**src/rtl/p_int_acc.sv**
```systemverilog
// p_int_acc: accumulates LEN consecutive multiplier products plus a bias into one neuron
// pre-activation value, then offers the saturated result on a valid/ready handshake.
//
// Ports:
//   clk       - clock, all state changes on the rising edge
//   reset     - asynchronous active-high reset
//   clear     - synchronous abort; discards any partial or pending result
//   bias      - bias added once per result, sampled with the first accepted product
//   in_valid  - product valid
//   in_ready  - block accepts a product (high while accumulating)
//   in        - product value
//   in_ovf    - multiplier overflow flag for this product
//   out_valid - result valid
//   out_ready - consumer accepts the result
//   out       - saturated result
//   ovf       - overflow anywhere in this result (upstream flag or output clamp)
module p_int_acc #(
    parameter int unsigned I_PREC = 16,
    parameter int unsigned O_PREC = 16,
    parameter int unsigned B_PREC = 16,
    parameter int unsigned LEN    = 8,
    parameter bit          SIGN   = 1'b1
) (
    input  logic              clk,
    input  logic              reset,
    input  logic              clear,
    input  logic [B_PREC-1:0] bias,
    input  logic              in_valid,
    output logic              in_ready,
    input  logic [I_PREC-1:0] in,
    input  logic              in_ovf,
    output logic              out_valid,
    input  logic              out_ready,
    output logic [O_PREC-1:0] out,
    output logic              ovf
);

    // Wide enough that LEN products plus a bias of product width never wrap.
    localparam int unsigned A_PREC = I_PREC + $clog2(LEN + 1) + 1;
    localparam int unsigned CNT_W  = (LEN > 1) ? $clog2(LEN) : 1;
    localparam logic [CNT_W-1:0] CNT_LAST = CNT_W'(LEN - 1);

    typedef enum logic [0:0] {StAcc, StOut} state_e;

    state_e            state_q, state_d;
    logic [CNT_W-1:0]  cnt_q, cnt_d;
    logic [A_PREC-1:0] acc_q, acc_d;
    logic              sticky_q, sticky_d;
    logic [O_PREC-1:0] out_q, out_d;
    logic              ovf_q, ovf_d;

    logic [A_PREC-1:0] in_ext;
    logic [A_PREC-1:0] bias_ext;
    logic [A_PREC-1:0] sum;
    logic [O_PREC-1:0] sat_val;
    logic              sat_clip;

    always_comb begin
        if (SIGN) begin
            in_ext   = A_PREC'($signed(in));
            bias_ext = A_PREC'($signed(bias));
        end else begin
            in_ext   = A_PREC'(in);
            bias_ext = A_PREC'(bias);
        end
        // First product of a result starts from the bias instead of the old sum.
        sum = ((cnt_q == '0) ? bias_ext : acc_q) + in_ext;
    end

    if (O_PREC >= A_PREC) begin : g_wide
        always_comb begin
            if (SIGN) begin
                sat_val = O_PREC'($signed(sum));
            end else begin
                sat_val = O_PREC'(sum);
            end
            sat_clip = 1'b0;
        end
    end else begin : g_narrow
        always_comb begin
            sat_val  = sum[O_PREC-1:0];
            sat_clip = 1'b0;
            if (SIGN) begin
                // In range only if every bit above the output sign bit copies it.
                if (!(&sum[A_PREC-1:O_PREC-1]) && (|sum[A_PREC-1:O_PREC-1])) begin
                    sat_clip = 1'b1;
                    sat_val  = sum[A_PREC-1] ? {1'b1, {(O_PREC - 1){1'b0}}}
                                             : {1'b0, {(O_PREC - 1){1'b1}}};
                end
            end else if (|sum[A_PREC-1:O_PREC]) begin
                sat_clip = 1'b1;
                sat_val  = '1;
            end
        end
    end

    always_comb begin
        state_d  = state_q;
        cnt_d    = cnt_q;
        acc_d    = acc_q;
        sticky_d = sticky_q;
        out_d    = out_q;
        ovf_d    = ovf_q;
        if (clear) begin
            // Abort beats any accept or handshake in the same cycle.
            state_d  = StAcc;
            cnt_d    = '0;
            acc_d    = '0;
            sticky_d = 1'b0;
            out_d    = '0;
            ovf_d    = 1'b0;
        end else begin
            unique case (state_q)
                StAcc: begin
                    if (in_valid) begin
                        acc_d    = sum;
                        sticky_d = sticky_q | in_ovf;
                        if (cnt_q == CNT_LAST) begin
                            cnt_d   = '0;
                            state_d = StOut;
                            out_d   = sat_val;
                            ovf_d   = sticky_q | in_ovf | sat_clip;
                        end else begin
                            cnt_d = cnt_q + 1'b1;
                        end
                    end
                end
                StOut: begin
                    if (out_ready) begin
                        state_d  = StAcc;
                        sticky_d = 1'b0;
                    end
                end
                default: state_d = StAcc;
            endcase
        end
    end

    always_ff @(posedge clk or posedge reset) begin
        if (reset) begin
            state_q  <= StAcc;
            cnt_q    <= '0;
            acc_q    <= '0;
            sticky_q <= 1'b0;
            out_q    <= '0;
            ovf_q    <= 1'b0;
        end else begin
            state_q  <= state_d;
            cnt_q    <= cnt_d;
            acc_q    <= acc_d;
            sticky_q <= sticky_d;
            out_q    <= out_d;
            ovf_q    <= ovf_d;
        end
    end

    assign in_ready  = (state_q == StAcc);
    assign out_valid = (state_q == StOut);
    assign out       = out_q;
    assign ovf       = ovf_q;

endmodule

```
**config.mk**
```make
export PLATFORM = sky130hd
export DESIGN_NAME = p_int_acc
export DESIGN_NICKNAME = d
export VERILOG_FILES = /design/src/rtl/p_int_acc.sv
export SDC_FILE = /design/constraint.sdc
export NUM_CORES = 1
export LEC_CHECK = 0
export CAP_MARGIN = 10
export CORE_ASPECT_RATIO = 0.8
export CORE_MARGIN = 2
export CORE_UTILIZATION = 28
export CTS_BUF_LIST = sky130_fd_sc_hd__clkbuf_2 sky130_fd_sc_hd__clkbuf_4 sky130_fd_sc_hd__clkbuf_8
export CTS_CLUSTER_SIZE = 30
export DETAILED_ROUTE_END_ITERATION = 8
export PLACE_DENSITY = 0.54
export REMOVE_ABC_BUFFERS = 1
export SLEW_MARGIN = 15
export SYNTH_ARGS = -nofsm -noshare
export SYNTH_HDL_FRONTEND = slang
export SYNTH_SLANG_ARGS = --single-unit
```
**constraint.sdc**
```tcl
create_clock -name clk -period 5.65 [get_ports clk]
set_input_delay 1.13 -clock clk [delete_from_list [all_inputs] [get_ports clk]]
set_output_delay 1.13 -clock clk [all_outputs]
set_load 0.02 [all_outputs]
```
==> tab_implementation.tex <==
\begin{tabular}{lr}
\hline
Metric & Value \\
\hline
\multicolumn{2}{l}{\textbf{Outcome}} \\
Result of the run & finished clean \\
\multicolumn{2}{l}{\textbf{Timing}} \\
Actual transition at the worst max-transition pin & 1149 ps \\
Setup repair after global routing missed its margin & no \\
Final worst slack & 815.0 ps \\
Setup-failing EPs final & 0 \\
Tightest slew margin relative to the limit & 23.14\% \\
Sum of negative setup slack & 0 ps \\
Worst clock skew & 9.366 ps \\
Tcrit/Tclk final & 85.57\% \\
Timing-limited maximum frequency & 0.2068 GHz \\
Final Critical Period & 4835 ps \\
Final count of pins violating max slew & 0 \\
Number of hold violations in the final report & 0 \\
\multicolumn{2}{l}{\textbf{Die}} \\
Die extent in y & 99.78 um \\
Die outline width & 123.7 um \\
Standard cell core area & 0.01102 sq mm \\
Total Die Area & 0.01234 sq mm \\
\# IOs & 57 \\
Std cell rows & 34 \\
Initial core utilization & 29.14\% \\
\multicolumn{2}{l}{\textbf{Route}} \\
Per-cell routed wire length & 17.00 um \\
Antenna viol nets, final & 0 \\
DRC viols & 0 \\
First drt pass iteration count & 4 \\
Number of vias after detailed routing & 2877 \\
Drt via density & 5.279 \\
Routed WL & 9.266 mm \\
Starting DRT DRC Count & 154 \\
\multicolumn{2}{l}{\textbf{Critical path}} \\
Classification of the worst setup path & flop to flop \\
CP endpoint kind & flop \\
Worst endpoint required time & 5840 ps \\
Signal arrival time at the worst endpoint & 5030 ps \\
Critical-path maximum fanout & 16 \\
Critical Path Source Type & flop \\
\multicolumn{2}{l}{\textbf{Power and ir drop}} \\
Static leakage power & 1.710 nW \\
Switching fraction of total power & 39.62\% \\
Worst VDD drop & 0.09693 mV \\
Cell Int Power & 660.0 uW \\
Fraction of power consumed by combinational cells & 48.9\% \\
Switching pwr & 433.0 uW \\
Clock Power Share & 18.9\% \\
Share of total power in sequential cells & 32.2\% \\
Total power per unit cell area & 273.3 mW/mm\^{}2 \\
\multicolumn{2}{l}{\textbf{Clock tree}} \\
Clock latency on the worst-skew pair & 310 ps \\
Number of H-tree levels & 2 \\
CTS tree & built \\
Cts-stage hold buffer count & 0 \\
Sink Count & 43 \\
Largest buffer count on any clock path & 2 \\
Clock tree root buffer cell & sky130\_fd\_sc\_hd\_\_clkbuf\_8 \\
Clock-pin slew reported for the worst setup and hold paths after clock tree synthesis & 80 ps \\
Number of cells upsized or downsized after cts & 0 \\
Number of buffers added for setup after CTS & 0 \\
Number of clock buffers inserted by TritonCTS & 5 \\
\multicolumn{2}{l}{\textbf{Yosys}} \\
Synthesis-stage register bit count & 43 \\
Cells after synthesis & 349 \\
Number of warnings issued by yosys & 0 \\
Prevailing post-synth register cell & sky130\_fd\_sc\_hd\_\_dfrtp\_1 \\
Post-synth ARST share & 100.0\% \\
Number of distinct library cells after synthesis & 58 \\
Mapped Avg Cell Area & 9.199 sq um \\
Number of synthesized flops with an enable pin & 0 \\
Share of synthesized area occupied by flip-flops and latches & 33.52\% \\
Cell area after synthesis & 0.003211 sq mm \\
\multicolumn{2}{l}{\textbf{GRT}} \\
Initial antenna violation count & 0 \\
Number of global-route vias before repair & 2882 \\
Largest net degree at the start of global routing & 44 \\
Met1 track demand over resource & 23.47\% \\
Global routing usage summed across all routing layers & 15.70\% \\
GRT Max-Usage Layer & met1 \\
Overflow left after global routing & 0 \\
First-pass GRT wire length & 15.10 mm \\
Met3 GRT Util & 3.239\% \\
Routing usage on met2 & 23.08\% \\
\multicolumn{2}{l}{\textbf{Layout}} \\
Commonest non-fill, non-tap cells in the layout & 56 x sky130\_fd\_sc\_hd\_\_clkdlybuf4s50\_1, 43 x sky130\_fd\_sc\_hd\_\_dfrtp\_1, 39 x sky130\_fd\_sc\_hd\_\_nand2\_1 \\
Layout fillers & 1135 \\
Most common library cell in the layout ignoring fill and taps & sky130\_fd\_sc\_hd\_\_clkdlybuf4s50\_1 \\
Layout Area Growth over Synthesis & 24.55\% \\
Total Nets Final & 463 \\
Layout cells sized above 1 & 9.227\% \\
Number of diodes & 0 \\
Non-filler instance count after layout & 545 \\
\multicolumn{2}{l}{\textbf{Job}} \\
Max-Cap Viols & 0 \\
\multicolumn{2}{l}{\textbf{Placement}} \\
GPL Wtd Cong & 0.8330 \\
Worst slack after detailed placement & 662.5 ps \\
Port Buffers & 56 \\
Detail Placement HPWL & 6.871 mm \\
Number of cells after detailed placement & 537 \\
\multicolumn{2}{l}{\textbf{Hold path}} \\
Worst hold path class & flop to flop \\
\hline
\end{tabular}
## final timing paths
path,start,endpoint,slack [ps],cells past startpoint
max,cnt_q[0],ovf,820,14
min in group asynchronous,reset,acc_q[0],1250,3
min,acc_q[8],acc_q[8],490,2
max in group asynchronous,reset,acc_q[15],3990,3
min reg2reg,acc_q[8],acc_q[8],490,2
max reg2reg,cnt_q[0],ovf,820,14
## layer usage
metal	routed length, um	vias up
met5	0	-
met4	85	0
met3	522	8
met2	3876	78
met1	4781	1378
li1	-	1413
## synth_stat cells (all sizes together), types with 2 or more instances
master,instances,area share [%]
nand2,39,4.6
nor4,2,0.39
nand4,3,0.58
mux2,16,5.6
a22oi,2,0.62
a31oi,17,3.3
o21a,3,0.70
o211ai,6,1.4
or3,3,0.74
a32o,4,1.2
o21bai,3,0.70
o21ai,25,3.9
a21boi,2,0.47
nor2,14,1.6
buf,8,1.5
and4,2,0.62
nand3,10,1.6
nor3,2,0.31
a22o,18,4.9
a21o,7,1.6
and2,2,0.39
clkbuf,10,1.2
nor2b,3,0.58
inv,11,1.3
ha,24,9.4
a211o,5,1.4
nand2b,3,0.58
xor2,4,1.1
a21oi,20,3.1
xnor2,14,3.8
a211oi,5,1.2
and3,4,0.94
dfrtp,43,34
## layout make-up
class                   count  area [sq um]  area share [%]
inverters                  11         41.29           1.033
clock inverters             2         12.51          0.3129
repair buffers             62         605.6           15.14
well taps                 144         180.2           4.506
flip-flops and latches     43          1076           26.91
clock buffers               6         76.32           1.909
multi-input cells         277          2007           50.19
## power by group through the flow
stage / sequential [mW] / clock (mW) / combinational, mW
5_1_grt: 0.356 / 0.228 / 0.590
2_1_floorplan: 0.352 / 0 / 0.391
6_report: 0.352 / 0.207 / 0.535
3_3_place_gp: 0.357 / 0 / 0.527
3_5_place_dp: 0.357 / 0 / 0.531
4_1_cts: 0.352 / 0.212 / 0.533
## critical path, stage by stage (launching register included)
cell and delay, ps:
sky130_fd_sc_hd__dfrtp_1 410, sky130_fd_sc_hd__inv_1 60, sky130_fd_sc_hd__ha_1 210, sky130_fd_sc_hd__nand2b_1 360, sky130_fd_sc_hd__buf_4 350, sky130_fd_sc_hd__mux2_2 370, sky130_fd_sc_hd__ha_1 330, sky130_fd_sc_hd__and3_1 230
sky130_fd_sc_hd__a2111oi_4 460, sky130_fd_sc_hd__a211oi_1 160, sky130_fd_sc_hd__or3_4 400, sky130_fd_sc_hd__a22oi_2 150, sky130_fd_sc_hd__or4b_1 770, sky130_fd_sc_hd__mux2i_1 330, sky130_fd_sc_hd__a21oi_1 100
## registers in the layout, indices dropped and copies added (netlist names)
signal	count
out	16
sticky_q	1
ovf	1
out_valid	1
acc_q	21
cnt_q	3
## cells by family after synthesis
group,share of synthesized area (%)
mux,5.924
simple gates,14.07
compound gates,27.63
flops,33.52
buf+inv,3.975
xor+xnor,4.910
fa+ha+maj,9.977
## through the flow
step | utilization, % | power, mW | hold WS, ps | instance area (sq um)
floorplan | - | 0.7429 | 444.4 | 3124
CTS | 36.29 | 1.097 | 489.9 | 3999
global placement | 35.49 | 0.8840 | 464.1 | 3910
detailed placement | 35.49 | 0.8882 | 470.3 | 3910
global route | 36.29 | 1.173 | 518.8 | 3999
finish | 36.29 | 1.093 | 487.1 | 3999
Note: power is estimated with default switching activity, not from simulation.
